[src/rtl/pkt_formatter_if.sv]
// Downstream packet bus between the formatter (master) and the packet sink (slave).
interface pkt_formatter_if #(
  parameter int FIFO_WIDE = 32
);
  logic                 fmt_req;
  logic                 fmt_grant;
  logic                 fmt_valid;
  logic [FIFO_WIDE-1:0] fmt_data;
  logic [1:0]           fmt_chid;
  logic [3:0]           fmt_length;
  logic                 fmt_start;
  logic                 fmt_end;

  modport master (
    output fmt_req, fmt_valid, fmt_data, fmt_chid, fmt_length, fmt_start, fmt_end,
    input  fmt_grant
  );

  modport slave (
    input  fmt_req, fmt_valid, fmt_data, fmt_chid, fmt_length, fmt_start, fmt_end,
    output fmt_grant
  );
endinterface

[src/rtl/pkt_formatter.sv]
// Packet formatter: picks a channel FIFO holding a full packet (round-robin),
// requests the downstream bus, then streams the packet words out on grant.
module pkt_formatter #(
  parameter int FIFO_DEPTH    = 8,
  parameter int FIFO_WIDE     = 32,
  parameter int FIFO_PTR_WIDE = 3
) (
  input  logic                   clk,
  input  logic                   rst_n,
  input  logic                   fmt_en,
  input  logic [1:0]             fmt_len,
  input  logic [2:0]             ch_en,
  input  logic [FIFO_WIDE-1:0]   ch0_data_in,
  input  logic [FIFO_WIDE-1:0]   ch1_data_in,
  input  logic [FIFO_WIDE-1:0]   ch2_data_in,
  input  logic [FIFO_PTR_WIDE:0] ch0_slack,
  input  logic [FIFO_PTR_WIDE:0] ch1_slack,
  input  logic [FIFO_PTR_WIDE:0] ch2_slack,
  output logic                   ch0_rd_en,
  output logic                   ch1_rd_en,
  output logic                   ch2_rd_en,
  pkt_formatter_if.master        fmt
);

  typedef enum logic [1:0] {
    IDLE = 2'd0,
    REQ  = 2'd1,
    SEND = 2'd2
  } state_t;

  state_t     state_q, state_d;
  logic [1:0] chid_q, chid_d;
  logic [3:0] len_q, len_d;
  logic [2:0] cnt_q, cnt_d;
  logic [1:0] rr_q, rr_d;

  logic [3:0] len_dec;
  logic [2:0] elig;
  logic [2:0] pick;
  logic       last_word;

  // Occupancy test written as slack + need <= depth so a slack larger than the
  // depth can never wrap into a false "enough words" result.
  function automatic logic fits(input logic [FIFO_PTR_WIDE:0] slack, input logic [3:0] need);
    return (int'(slack) + int'(need)) <= FIFO_DEPTH;
  endfunction

  // Returns {found, channel}: first eligible channel searching from 'start', wrapping 2->0.
  function automatic logic [2:0] rr_pick(input logic [2:0] e, input logic [1:0] start);
    logic [2:0] res;
    logic [2:0] pos;
    res = 3'b000;
    for (int k = 2; k >= 0; k--) begin
      pos = {1'b0, start} + 3'(k);
      if (pos >= 3'd3) pos = pos - 3'd3;
      if (e[pos[1:0]]) res = {1'b1, pos[1:0]};
    end
    return res;
  endfunction

  assign len_dec   = 4'd1 << fmt_len;
  assign last_word = ({1'b0, cnt_q} == (len_q - 4'd1));

  // Per-channel eligibility and round-robin selection.
  always_comb begin
    elig[0] = ch_en[0] && fits(ch0_slack, len_dec);
    elig[1] = ch_en[1] && fits(ch1_slack, len_dec);
    elig[2] = ch_en[2] && fits(ch2_slack, len_dec);
    pick    = rr_pick(elig, rr_q);
  end

  // Next-state logic: packet parameters are latched at selection so later
  // changes to fmt_len/ch_en/fmt_en never disturb a packet in flight.
  always_comb begin
    state_d = state_q;
    chid_d  = chid_q;
    len_d   = len_q;
    cnt_d   = cnt_q;
    rr_d    = rr_q;
    case (state_q)
      IDLE: begin
        if (fmt_en && pick[2]) begin
          chid_d  = pick[1:0];
          len_d   = len_dec;
          cnt_d   = 3'd0;
          state_d = REQ;
        end
      end
      REQ: begin
        if (fmt.fmt_grant) state_d = SEND;
      end
      SEND: begin
        cnt_d = cnt_q + 3'd1;
        if (last_word) begin
          cnt_d   = 3'd0;
          state_d = IDLE;
          rr_d    = (chid_q == 2'd2) ? 2'd0 : chid_q + 2'd1;
        end
      end
      default: state_d = IDLE;
    endcase
  end

  // State registers; reset abandons any packet and restarts the search at channel 0.
  always_ff @(posedge clk or negedge rst_n) begin
    if (!rst_n) begin
      state_q <= IDLE;
      chid_q  <= 2'd0;
      len_q   <= 4'd0;
      cnt_q   <= 3'd0;
      rr_q    <= 2'd0;
    end else begin
      state_q <= state_d;
      chid_q  <= chid_d;
      len_q   <= len_d;
      cnt_q   <= cnt_d;
      rr_q    <= rr_d;
    end
  end

  // Output decode from the registered state; data passes straight through from the FIFO head.
  always_comb begin
    fmt.fmt_req    = 1'b0;
    fmt.fmt_valid  = 1'b0;
    fmt.fmt_data   = '0;
    fmt.fmt_chid   = 2'd0;
    fmt.fmt_length = 4'd0;
    fmt.fmt_start  = 1'b0;
    fmt.fmt_end    = 1'b0;
    ch0_rd_en      = 1'b0;
    ch1_rd_en      = 1'b0;
    ch2_rd_en      = 1'b0;
    case (state_q)
      REQ: begin
        fmt.fmt_req    = 1'b1;
        fmt.fmt_chid   = chid_q;
        fmt.fmt_length = len_q;
      end
      SEND: begin
        fmt.fmt_valid  = 1'b1;
        fmt.fmt_chid   = chid_q;
        fmt.fmt_length = len_q;
        fmt.fmt_start  = (cnt_q == 3'd0);
        fmt.fmt_end    = last_word;
        case (chid_q)
          2'd0: begin fmt.fmt_data = ch0_data_in; ch0_rd_en = 1'b1; end
          2'd1: begin fmt.fmt_data = ch1_data_in; ch1_rd_en = 1'b1; end
          2'd2: begin fmt.fmt_data = ch2_data_in; ch2_rd_en = 1'b1; end
          default: ;
        endcase
      end
      default: ;
    endcase
  end

endmodule

[src/flat_wrapper.sv]
// flat-port wrapper written by rule: the top's interface ports become plain ports
module pkt_formatter_flat 
#(
  parameter int FIFO_DEPTH    = 8,
  parameter int FIFO_WIDE     = 32,
  parameter int FIFO_PTR_WIDE = 3
)
  (clk, rst_n, fmt_en, fmt_len, ch_en, ch0_data_in, ch1_data_in, ch2_data_in, ch0_slack, ch1_slack, ch2_slack, ch0_rd_en, ch1_rd_en, ch2_rd_en, fmt_fmt_req, fmt_fmt_valid, fmt_fmt_data, fmt_fmt_chid, fmt_fmt_length, fmt_fmt_start, fmt_fmt_end, fmt_fmt_grant);
  pkt_formatter_if #(.FIFO_WIDE(FIFO_WIDE)) fmt_i ();
  input  logic clk;
  input  logic rst_n;
  input  logic fmt_en;
  input  logic [1:0] fmt_len;
  input  logic [2:0] ch_en;
  input  logic [FIFO_WIDE-1:0] ch0_data_in;
  input  logic [FIFO_WIDE-1:0] ch1_data_in;
  input  logic [FIFO_WIDE-1:0] ch2_data_in;
  input  logic [FIFO_PTR_WIDE:0] ch0_slack;
  input  logic [FIFO_PTR_WIDE:0] ch1_slack;
  input  logic [FIFO_PTR_WIDE:0] ch2_slack;
  output logic ch0_rd_en;
  output logic ch1_rd_en;
  output logic ch2_rd_en;
  output wire logic [$bits(fmt_i.fmt_req)-1:0] fmt_fmt_req;
  output wire logic [$bits(fmt_i.fmt_valid)-1:0] fmt_fmt_valid;
  output wire logic [$bits(fmt_i.fmt_data)-1:0] fmt_fmt_data;
  output wire logic [$bits(fmt_i.fmt_chid)-1:0] fmt_fmt_chid;
  output wire logic [$bits(fmt_i.fmt_length)-1:0] fmt_fmt_length;
  output wire logic [$bits(fmt_i.fmt_start)-1:0] fmt_fmt_start;
  output wire logic [$bits(fmt_i.fmt_end)-1:0] fmt_fmt_end;
  input wire logic [$bits(fmt_i.fmt_grant)-1:0] fmt_fmt_grant;
  assign fmt_fmt_req = fmt_i.fmt_req;
  assign fmt_fmt_valid = fmt_i.fmt_valid;
  assign fmt_fmt_data = fmt_i.fmt_data;
  assign fmt_fmt_chid = fmt_i.fmt_chid;
  assign fmt_fmt_length = fmt_i.fmt_length;
  assign fmt_fmt_start = fmt_i.fmt_start;
  assign fmt_fmt_end = fmt_i.fmt_end;
  assign fmt_i.fmt_grant = fmt_fmt_grant;
  pkt_formatter #(.FIFO_DEPTH(FIFO_DEPTH), .FIFO_WIDE(FIFO_WIDE), .FIFO_PTR_WIDE(FIFO_PTR_WIDE)) u_core (.clk(clk), .rst_n(rst_n), .fmt_en(fmt_en), .fmt_len(fmt_len), .ch_en(ch_en), .ch0_data_in(ch0_data_in), .ch1_data_in(ch1_data_in), .ch2_data_in(ch2_data_in), .ch0_slack(ch0_slack), .ch1_slack(ch1_slack), .ch2_slack(ch2_slack), .ch0_rd_en(ch0_rd_en), .ch1_rd_en(ch1_rd_en), .ch2_rd_en(ch2_rd_en), .fmt(fmt_i));
endmodule
[config.mk]
export PLATFORM = sky130hd
export DESIGN_NAME = pkt_formatter_flat
export DESIGN_NICKNAME = d
export VERILOG_FILES = /design/src/rtl/pkt_formatter_if.sv /design/src/rtl/pkt_formatter.sv /design/src/flat_wrapper.sv
export SDC_FILE = /design/constraint.sdc
export NUM_CORES = 1
export LEC_CHECK = 0
export ABC_CLOCK_PERIOD_IN_PS = 3250
export CORE_MARGIN = 3
export CORE_UTILIZATION = 37
export DETAILED_ROUTE_END_ITERATION = 8
export PLACE_DENSITY = 0.93
export RECOVER_POWER = 25
export SYNTH_ARGS = -nofsm -noshare
export SYNTH_HDL_FRONTEND = slang
export SYNTH_SLANG_ARGS = --single-unit
[constraint.sdc]
create_clock -name clk -period 3.25 [get_ports clk]
set_input_delay 0.65 -clock clk [delete_from_list [all_inputs] [get_ports clk]]
set_output_delay 0.65 -clock clk [all_outputs]
set_load 0.01 [all_outputs]
==> impl_metrics.json <==
{
  "syn_to_final_growth_pct": 90.8,
  "final_util_pct": 75.5,
  "critPathCapture": "u_core.cnt_q[2]",
  "status": "complete, but fails checks",
  "start_util_pct": 39.6,
  "drc_errors": 0,
  "dr.pass1.iters": 4,
  "synthCells": 340,
  "ys_types": 50,
  "syn_nets": 475,
  "rows": 28,
  "cp.required_ns": 3.38,
  "htreeDepth": 1,
  "nets": 662,
  "power_density_nw_per_um2": 514,
  "port_buffers": 161,
  "postCtsHoldBufs": 0,
  "grt_start_max_net_pins": 38,
  "startpoint_type": "input port",
  "die_w_microns": 87.2,
  "violations": "setup timing",
  "worstPathArrival_ns": 3.57,
  "insertion_delay_ns": 0.25,
  "cts_buffers": 3,
  "synth_edf_count": 0,
  "tightest_slew_ns": 0.582,
  "ant_nets": 0,
  "synth_top_area_share_pct": 13.3,
  "grt_pass1_wl_microns": 15700,
  "clkTransAtPathRegs_ns": 0.05,
  "routed-wl-met2_microns": 5450,
  "drive_gt1_share_pct": 15.8,
  "crit_fanout": 5,
  "crit_type": "in -> reg",
  "post-route-period-util_pct": 106,
  "timing.rr.start": "u_core.rr_q[0]",
  "vias": 3230,
  "r2r_cells": 8,
  "maxSlewHeadroom_pct": 61.1,
  "max_freq_ghz": 0.291,
  "drv_cap": 0,
  "final.setup.tns_ns": -1.15,
  "setup_ws_ns": -0.192,
  "dp_hpwl_microns": 8220,
  "wire_per_inst_microns": 17.6,
  "clock_tree.root_cell": "clkbuf_8",
  "viasPerCell": 5.37,
  "final_hold_viol_count": 0,
  "r2r_slack_ns": 0.80,
  "irDropWorstVdd_uv": 473,
  "synthFlopType": "dfrtp_1",
  "topRoutingLayerUsed": "met4",
  "synth_seq_cells": 13,
  "die_y_microns": 87.2,
  "async_flop_share_pct": 100,
  "routed_wl_microns": 10600,
  "synth_area_sq_um": 2440,
  "grt_setup_unrepaired": "true",
  "cts.sinks": 13,
  "overflow": 0,
  "worstHoldStart": "u_core.rr_q[1]",
  "cp-end-kind": "flip-flop",
  "core_area_sq_um": 6170,
  "r2r_end": "u_core.cnt_q[2]",
  "cp-startpoint": "fmt_len[1]",
  "grt_antenna_before_repair": 0,
  "synth.largest_area_cell": "dfrtp_1",
  "wl_met1_microns": 3940,
  "cts_tree": "yes",
  "met3_length_microns": 849,
  "worstHoldPathType": "reg -> reg",
  "grt_pass1_vias": 3301,
  "p_leak_nw": 1.84,
  "pin_count": 162,
  "drv_slew": 0,
  "ys_warn_count": 0,
  "setup_viol": 8,
  "dieArea_sq_um": 7600,
  "insertedDiodeCount": 0,
  "synthTopCellsByArea": "dfrtp_1 (13%), mux2i_1 (13%), and2_1 (11%)",
  "min_period_ns": 3.44,
  "ys_seq_area_share_pct": 13.3,
  "grt_use_total_pct": 25.8,
  "gp_congestion": 0.904,
  "drt_iter0_markers": 53,
  "cts_buffer_depth": 2,
  "skew_ns": 0.00166,
  "avgSynthCellArea_sq_um": 7.18
}
[cells in the mapped netlist (2+ instances only)]
cell type / count
xor2_1: 2
mux2_2: 4
ha_1: 18
nand4_1: 3
nand4b_1: 2
or4_1: 2
a221o_1: 3
o211ai_1: 5
buf_1: 2
and4b_1: 2
and2_1: 43
xnor2_1: 4
nor2_1: 14
and3b_1: 2
mux2_1: 2
mux2i_1: 32
dfrtp_1: 13
a211oi_1: 2
nand2_1: 48
o21bai_1: 2
nand2b_1: 3
inv_1: 15
clkbuf_1: 15
and3_1: 5
a21oi_1: 9
nor3_1: 2
a31oi_1: 2
buf_2: 2
o21ai_0: 46
o21ai_1: 3
nand3_1: 3
nor2b_1: 7
nor3b_1: 4
or3_1: 3
[cell usage in the layout (no fill, tap or decap), types with 8 or more instances in the layout]
cell type | synthesis | routed
ha_1 | 18 | 12
nand2_1 | 48 | 47
clkdlybuf4s50_1 | 0 | 153
o21ai_0 | 46 | 41
mux2i_1 | 32 | 32
nor2_1 | 14 | 12
inv_1 | 15 | 15
and2_1 | 43 | 43
a21oi_1 | 9 | 8
buf_4 | 0 | 37
dfrtp_1 | 13 | 12
[stage by stage]
step	hold slack, ns	instance area [sq um]	total power, W	std cells	setup slack (ns)
6_report	0.558	4660	0.00239	601	-0.192
5_1_grt	0.593	4660	0.00258	601	-0.273
4_1_cts	0.558	4560	0.00236	600	-0.169
3_5_place_dp	0.547	4420	0.00216	590	-0.802
3_3_place_gp	0.533	4420	0.00208	590	-0.725
2_1_floorplan	0.354	2540	0.00134	340	-0.316
[registers in the layout, summed over array words and instances, names as in the netlist]
signal          cells
u_core.len_q        4
u_core.cnt_q        3
u_core.chid_q       2
u_core.rr_q         2
u_core.state_q      2
[worst max-delay path, stage by stage]
cell and delay, ns:
buf_6 0.09, buf_6 0.12, nor2_4 0.19, ha_4 0.18, ha_4 0.17, o21ai_2 0.07, and3_1 0.16, or4_4 0.53
a32o_1 0.28, a221o_1 0.37, or2_1 0.26, a21o_1 0.20, a221o_1 0.30
[routing by layer]
| layer | track usage, % | up-vias |
|---|---|---|
| met4 | 8.23 | 0 |
| met2 | 49.8 | 130 |
| met1 | 26.8 | 1498 |
| met5 | 0 | - |
| li1 | - | 1575 |
| met3 | 6.53 | 27 |
[worst min-delay path by stage]
stage | endpoint | slack [ns] | depth (start not counted)
floorplan | u_core.chid_q[0] | 0.35 | 0
global placement | u_core.rr_q[1] | 0.53 | 1
detailed placement | u_core.rr_q[1] | 0.55 | 1
CTS | u_core.rr_q[1] | 0.56 | 1
global route | u_core.rr_q[1] | 0.59 | 1
finish | u_core.rr_q[1] | 0.56 | 1
[cell families after synthesis]
group,share of synthesized area [%]
mux,15.9
flops,13.3
xor+xnor,2.15
buf+inv,5.79
simple gates,32.4
compound gates,21.2
fa+ha+maj,9.23
[where the power goes]
group	switching (W)	internal, W
combinational	0.000922	0.00100
clock	0.0000609	0.0000869
sequential	0.0000950	0.000229
[layout make-up]
type                       count  area, sq um
sequential                    13          327
inverter                      15         56.3
tap                           75         93.8
timing repair buffer         202         1940
multi-input combinational    292         2190
fill                         404         1510
clock buffer                   4         45.0
[what timing repair did]
action                                  4_1_cts  5_1_grt
endpoints found under the setup margin       11       12
buffers inserted                              6        1
hold endpoints to repair                      0        0
gates cloned                                  0        0
pin swaps                                    17        9
gates resized for setup                      27       20
(Power assumes the default switching activity.)
